<file path="config.mk">
export PLATFORM = sky130hd
export DESIGN_NAME = addsub_flag_stage
export DESIGN_NICKNAME = d
export VERILOG_FILES = /design/src/rtl/addsub_pkg.sv /design/src/rtl/ripple_carry_adder.sv /design/src/rtl/addsub_flag_stage.sv
export SDC_FILE = /design/constraint.sdc
export NUM_CORES = 1
export LEC_CHECK = 0
export ABC_AREA = 1
export BUFFER_PORTS_ARGS = -buffer_cell sky130_fd_sc_hd__buf_2
export CAP_MARGIN = 10
export CORE_AREA = 2 2 39 41
export DETAILED_ROUTE_END_ITERATION = 10
export DIE_AREA = 0 0 41 43
export GPL_TIMING_DRIVEN = 0
export PLACE_DENSITY = 0.74
export RECOVER_POWER = 100
export SLEW_MARGIN = 0
export SYNTH_ARGS = -nofsm -noshare
export SYNTH_HDL_FRONTEND = slang
export SYNTH_SLANG_ARGS = --single-unit
</file>
<file path="constraint.sdc">
create_clock -name clk -period 6.28 [get_ports clk]
set_input_delay 1.256 -clock clk [delete_from_list [all_inputs] [get_ports clk]]
set_output_delay 1.256 -clock clk [all_outputs]
set_load 0.02 [all_outputs]
</file>
<file path="src/rtl/addsub_pkg.sv">
// Opcode encodings shared by the add/subtract front stage and its consumers.
package addsub_pkg;

    localparam logic [1:0] OP_ADD = 2'b00;
    localparam logic [1:0] OP_SUB = 2'b01;
    localparam logic [1:0] OP_ADC = 2'b10;
    localparam logic [1:0] OP_SBC = 2'b11;

endpackage

</file>
<file path="src/rtl/ripple_carry_adder.sv">
// Plain N-bit ripple-carry adder: {Cout, Sum} = A + B + Cin.
module ripple_carry_adder #(
    parameter int N = 4
) (
    input  logic [N-1:0] A,
    input  logic [N-1:0] B,
    input  logic         Cin,
    output logic [N-1:0] Sum,
    output logic         Cout
);

    logic carry;

    always_comb begin
        Sum   = '0;
        carry = Cin;
        for (int i = 0; i < N; i++) begin
            Sum[i] = A[i] ^ B[i] ^ carry;
            carry  = (A[i] & B[i]) | (carry & (A[i] ^ B[i]));
        end
        Cout = carry;
    end

endmodule

</file>
<file path="src/rtl/addsub_flag_stage.sv">
// Registered valid/ready stage around the ripple adder producing sum plus NZCV flags,
// with a carry flag kept for multi-word ADC/SBC chains.
module addsub_flag_stage #(
    parameter int N = 4
) (
    input  logic         clk,
    input  logic         rst,
    input  logic         in_valid,
    output logic         in_ready,
    input  logic [N-1:0] a,
    input  logic [N-1:0] b,
    input  logic [1:0]   op,
    output logic         out_valid,
    input  logic         out_ready,
    output logic [N-1:0] result,
    output logic         cout,
    output logic         ovf,
    output logic         zero,
    output logic         neg,
    output logic         cflag
);
    import addsub_pkg::*;

    logic [N-1:0] bx;
    logic         cin;
    logic [N-1:0] sum_c;
    logic         cout_c;
    logic         ovf_c;
    logic         zero_c;
    logic         neg_c;
    logic         accept;

    // Subtraction is a + ~b + 1; cout=1 therefore means "no borrow".
    assign bx = op[0] ? ~b : b;

    always_comb begin
        cin = 1'b0;
        case (op)
            OP_ADD:  cin = 1'b0;
            OP_SUB:  cin = 1'b1;
            OP_ADC:  cin = cflag;
            OP_SBC:  cin = cflag;
            default: cin = 1'b0;
        endcase
    end

    ripple_carry_adder #(.N(N)) u_adder (
        .A    (a),
        .B    (bx),
        .Cin  (cin),
        .Sum  (sum_c),
        .Cout (cout_c)
    );

    assign ovf_c  = (a[N-1] == bx[N-1]) && (sum_c[N-1] != a[N-1]);
    assign zero_c = (sum_c == '0);
    assign neg_c  = sum_c[N-1];

    assign in_ready = !out_valid || out_ready;
    assign accept   = in_valid && in_ready;

    always_ff @(posedge clk) begin
        if (rst) begin
            out_valid <= 1'b0;
            result    <= '0;
            cout      <= 1'b0;
            ovf       <= 1'b0;
            zero      <= 1'b0;
            neg       <= 1'b0;
            cflag     <= 1'b0;
        end else if (accept) begin
            out_valid <= 1'b1;
            result    <= sum_c;
            cout      <= cout_c;
            ovf       <= ovf_c;
            zero      <= zero_c;
            neg       <= neg_c;
            cflag     <= cout_c;
        end else if (out_ready) begin
            // Pop without refill: data registers keep their last value.
            out_valid <= 1'b0;
        end
    end

endmodule

</file>
[Yosys cells after proc, flatten, opt, wreduce, memory -nomap -nowiden]
Index checks and enable logic that the tools add are counted.
W data, S select, Z words.
Word-level totals
  register bits: 9
  input bits: 14
  logic and storage cells: 44
  output and inout port bits: 11
Cells by class
  bitwise gates (word level): 21
  multiplexer cells: 4
  eq/ne operators: 5
  reductions and logical operators: 8
Operator list (count)
  $and A1 B1 Y1: 8
  $xor A1 B1 Y1: 8
  $eq A2 B2 Y1 const B: 2
  $logic_not A4 Y1: 1
  $mux W4: 1
  $not A4 Y4: 1
  $or A1 B1 Y1: 4
  $pmux W1 S3: 1
  $eq A2 B1 Y1 const B: 1
  $logic_and A1 B1 Y1: 2
  $logic_not A2 Y1: 1
  $mux W1: 2
  $reduce_bool A2 Y1: 1
  $reduce_or A2 Y1: 1
  $eq A1 B1 Y1: 1
  $logic_not A1 Y1: 1
  $logic_or A1 B1 Y1: 1
  $ne A1 B1 Y1: 1

[Logic depth before layout (Yosys ltp)]
  depth in word-level cells: 12
  mapped depth: 13
  mapped depth without buffers: 12

[Hierarchy]
Synthesis repeated with hierarchy kept, for this count alone.
Unflattened totals
  cells, all modules: 72
  area total of the unflattened synthesis: 586.8 sq um
By module, submodules not included
  addsub_flag_stage: cells each 58, instances 1, area each 469.2 sq um, seq. area each 160.2 sq um
  ripple_carry_adder: cells each 14, instances 1, area each 117.6 sq um, seq. area each 0.0 sq um

[Worst setup path before layout]
No wires, ideal clock.
  kind: input to register
  start point: input op[0]
  end point: register ovf
  setup time: 0.110 ns
  cell stages on the path: 13
  data arrival time: 3.462 ns
  buffers on the path: 1
  path slack: 2.708 ns
  required time: 6.170 ns
  cells stage by stage: buf_2 > xnor2_1 > fa_1 > fa_1 > fa_1 > inv_1 > fa_1 > inv_1 > nand2_1 > nand3_1 > nand2_1 > clkinv_1 > nor2_1
On the way
  longest elaborated chain between the ends: 12
  elaborated cells on any way between the ends: 24
  those cells by class: 5 x eq/ne; 2 x mux; 14 x bitwise; 3 x reduce/logical
RTL lines
  start: declaration: line addsub_flag_stage.sv:12  | input logic [1:0] op,
  $eq A2 B2 Y1: line addsub_flag_stage.sv:38  | case (op)
  $reduce_or A2 Y1 (no line)
  $pmux W1 S3: line addsub_flag_stage.sv:38
  $and A1 B1 Y1: line ripple_carry_adder.sv:19  | carry = (A[i] & B[i]) | (carry & (A[i] ^ B[i]));
  $or A1 B1 Y1: line ripple_carry_adder.sv:19
  $and A1 B1 Y1: line ripple_carry_adder.sv:19
  $or A1 B1 Y1: line ripple_carry_adder.sv:19
  $and A1 B1 Y1: line ripple_carry_adder.sv:19
  $or A1 B1 Y1: line ripple_carry_adder.sv:19
  $xor A1 B1 Y1 *: line ripple_carry_adder.sv:18  | Sum[i] = A[i] ^ B[i] ^ carry;
  via sum_c[3]: line addsub_flag_stage.sv:26  | logic [N-1:0] sum_c;
  $ne A1 B1 Y1 *: line addsub_flag_stage.sv:55  | assign ovf_c = (a[N-1] == bx[N-1]) && (sum_c[N-1] != a[N-1]);
  $logic_and A1 B1 Y1 *: line addsub_flag_stage.sv:55
  end signal: assignment: line addsub_flag_stage.sv:75  | ovf <= ovf_c;
  end: declaration: line addsub_flag_stage.sv:17  | output logic ovf,
The timed path passes the listed nets; every way through them passes the cells marked *.
A chain may end at the register's enable or synchronous reset.

[Worst setup path after layout]
  start point: input op[0]
  end point: register zero
On the way
  longest elaborated chain between the ends: 11
  elaborated cells on any way between the ends: 25
  those cells by class: 3 x eq/ne; 2 x mux; 17 x bitwise; 3 x reduce/logical
RTL lines
  $eq A2 B2 Y1: line addsub_flag_stage.sv:38
  $reduce_or A2 Y1 (no line)
  $pmux W1 S3: line addsub_flag_stage.sv:38
  $and A1 B1 Y1: line ripple_carry_adder.sv:19
  $or A1 B1 Y1: line ripple_carry_adder.sv:19
  $and A1 B1 Y1: line ripple_carry_adder.sv:19
  $or A1 B1 Y1: line ripple_carry_adder.sv:19
  $and A1 B1 Y1: line ripple_carry_adder.sv:19
  $or A1 B1 Y1: line ripple_carry_adder.sv:19
  $xor A1 B1 Y1 *: line ripple_carry_adder.sv:18
  via sum_c[3]: line addsub_flag_stage.sv:26
  $logic_not A4 Y1 *: line addsub_flag_stage.sv:56  | assign zero_c = (sum_c == '0);
  end signal: assignment: line addsub_flag_stage.sv:76  | zero <= zero_c;
  end: declaration: line addsub_flag_stage.sv:18  | output logic zero,
Marked as above.

==> impl_metrics.tcl <==
set metrics [dict create \
    io_pins 25 \
    path_clk_slew_ps 50 \
    synth_cell_types 18 \
    power.leakage_nw 0.354 \
    status "finished, final reports clean" \
    die_area_um2 1760 \
    place_area_um2 664 \
    avgSynthCellArea_um2 7.45 \
    start_util_pct 38.2 \
    globalRouteOverflowTotal 0 \
    yosys.area.top_type "dfxtp_1" \
    ant_nets 0 \
    post-cts-setup-buffer-count 0 \
    finalWorstPathRequiredPeriod_ps 3530 \
    ys_seq_area_share_pct 30.3 \
    drv_cap 0 \
    finalSetupTns_ps 0 \
    path_class "in2reg" \
    maxSlewViolCount 0 \
    final_cells 113 \
    wirelength_um 910 \
    p_sw_share_pct 34.9 \
    fin_area_um2 672 \
    routedWlPerCell_um 8.05 \
    syn_area_um2 529 \
    areaGrowthSynthToFinish_pct 27.0 \
    rows 14 \
    die_height_um 43 \
    power_density_nw_per_um2 227 \
    drt_pre_antenna_iters 4 \
    cts_buffers 3 \
    via_count 474 \
    hp-class "reg2reg" \
    holdPathStages 2 \
    switchingPower_mw 0.0533 \
    antenna_found_initial 0 \
    syn_nets 90 \
    root_buffer "clkbuf_4" \
    p_seq_share_pct 38.7 \
    final_layout_size_suffix_gt1_share_pct 21.6 \
    pwr-share-clk_pct 25.4 \
    die_w_um 41 \
    dp_hpwl_um 743 \
    power.internal_mw 0.0994 \
    whs_ps 478 \
    via_per_inst 4.19 \
    nNetsFinal 118 \
    crit_required_ps 6470 \
    synth.area.top_cells "dfxtp_1 (30%), fa_1 (15%), nand2_1 (9.9%), nor2_1 (9.2%), inv_1 (8.5%)" \
    reg2regPathDepth 11 \
    fp.coreArea_um2 1380 \
    finalHoldViolations 0 \
    route.detailed.drc 0 \
    setup_viol 0 \
    final.fill_count 153 \
    ys_ff_latch 8 \
    fin_skew_ps 3.86 \
    clock_latency_ps 250 \
    rsz0062_at_grt "false" \
    dp.cells 110 \
    comb_power_share_pct 35.9 \
    critPathMaxFanout 5 \
    tritoncts "done" \
    place.gp.congestion 0.772 \
    post-route-period-util_pct 56.1 \
    drt_iter0_markers 1 \
    grt_max_degree 10 \
    worst_pin_slew_ps 293 \
    clockBufferDepth 2 \
    port_buffers 23 \
    worstSetupEndpointType "flip-flop" \
    worstPathArrival_ps 3720 \
    grt_pass1_wl_um 1590 \
    max_freq_ghz 0.284 \
    cts_resized 0 \
    grtUsageTotal_pct 13.4 \
    grt_pass1_vias 419 \
    netlist_instances 71 \
    ys_warn_count 0 \
    relSlewSlack_pct 80.4 \
    startpoint_type "input port" \
    hold_buffers 0 \
    antennaDiodeCount 0 \
    htree_levels 1 \
    synth_top_area_share_pct 30.3 \
    clkSinkCount 8 \
    ir_drop_mv 0.0750 \
]
## cells in the mapped netlist (all sizes together)
| cell type | count |
|---|---|
| dfxtp | 8 |
| inv | 14 |
| buf | 3 |
| nand2 | 16 |
| fa | 4 |
| nor2 | 13 |
| mux2i | 1 |
| o21ai | 3 |
| a21oi | 2 |
| nand3 | 1 |
| clkinv | 1 |
| xor2 | 1 |
| xnor2 | 3 |
| ha | 1 |
## power groups by stage
stage | registers [mW] | logic, mW | clock network [mW]
finish | 0.0592 | 0.0548 | 0.0388
global route | 0.0598 | 0.0649 | 0.0416
CTS | 0.0590 | 0.0579 | 0.0413
detailed placement | 0.0602 | 0.0574 | 0
global placement | 0.0600 | 0.0563 | 0
floorplan | 0.0664 | 0.0352 | 0
## cells in the final DEF, fill, tap and decap left out, drive strengths merged
master / instances
nand2: 16
a21oi: 2
o21ai: 3
clkinv: 1
xor2: 1
ha: 1
buf: 14
fa: 4
mux2i: 1
dfxtp: 8
clkbuf: 15
inv: 14
nand3: 1
nor2: 13
xnor2: 3
## routing by layer
metal / up-vias / share of wire, % / GRT usage, %
met3: 2 / 6.2 / 0
met1: 202 / 46 / 17.6
met4: 0 / 1.5 / 12.0
met2: 16 / 46 / 19.1
li1: 254 / - / -
met5: - / 0 / 0
## worst max-delay path, cell delays in order
cell and delay [ps]:
clkbuf_1 240, xnor2_1 150, fa_1 410, fa_1 390, fa_1 370, inv_1 80
fa_1 470, nor2_1 130, nand2_1 50, nand2_1 60, nand2_1 50, nor2_1 70
## per-stage QoR
stage | total power, mW | worst slack (ps) | utilization (%)
CTS | 0.158 | 2850 | 49.6
detailed placement | 0.118 | 2590 | 48.0
floorplan | 0.102 | 2710 | -
global placement | 0.116 | 2630 | 48.0
global route | 0.166 | 2550 | 48.6
finish | 0.153 | 2750 | 48.6
## final cells by class
class | instances | area, um^2 | area share [%]
Clock buffer | 3 | 22.5 | 3.35
Inverter | 15 | 56.3 | 8.38
Tap cell | 16 | 20.0 | 2.98
Timing Repair Buffer | 23 | 101 | 15.1
Multi-Input combinational cell | 45 | 293 | 43.6
Buffer | 3 | 18.8 | 2.79
Sequential cell | 8 | 160 | 23.8
## cells by family after synthesis
| family | count (synthesis) | share of synthesized area (%) |
|---|---|---|
| simple gates | 30 | 22.5 |
| buf+inv | 18 | 14.4 |
| flops | 8 | 30.3 |
| compound gates | 5 | 6.85 |
| fa+ha+maj | 5 | 17.5 |
| xor+xnor | 4 | 6.62 |
| mux | 1 | 1.89 |
## worst paths after layout
check	slack, ps	to	from
setup / recovery	2750	zero	op[0]
hold / removal	480	result[2]	result[2]
setup reg to reg	3690	zero	cflag
hold reg to reg	480	result[2]	result[2]
## registers in the layout, indices dropped and copies added (netlist names)
name / cells
cflag: 1
out_valid: 1
ovf: 1
result: 4
zero: 1
(Power assumes the default switching activity.)
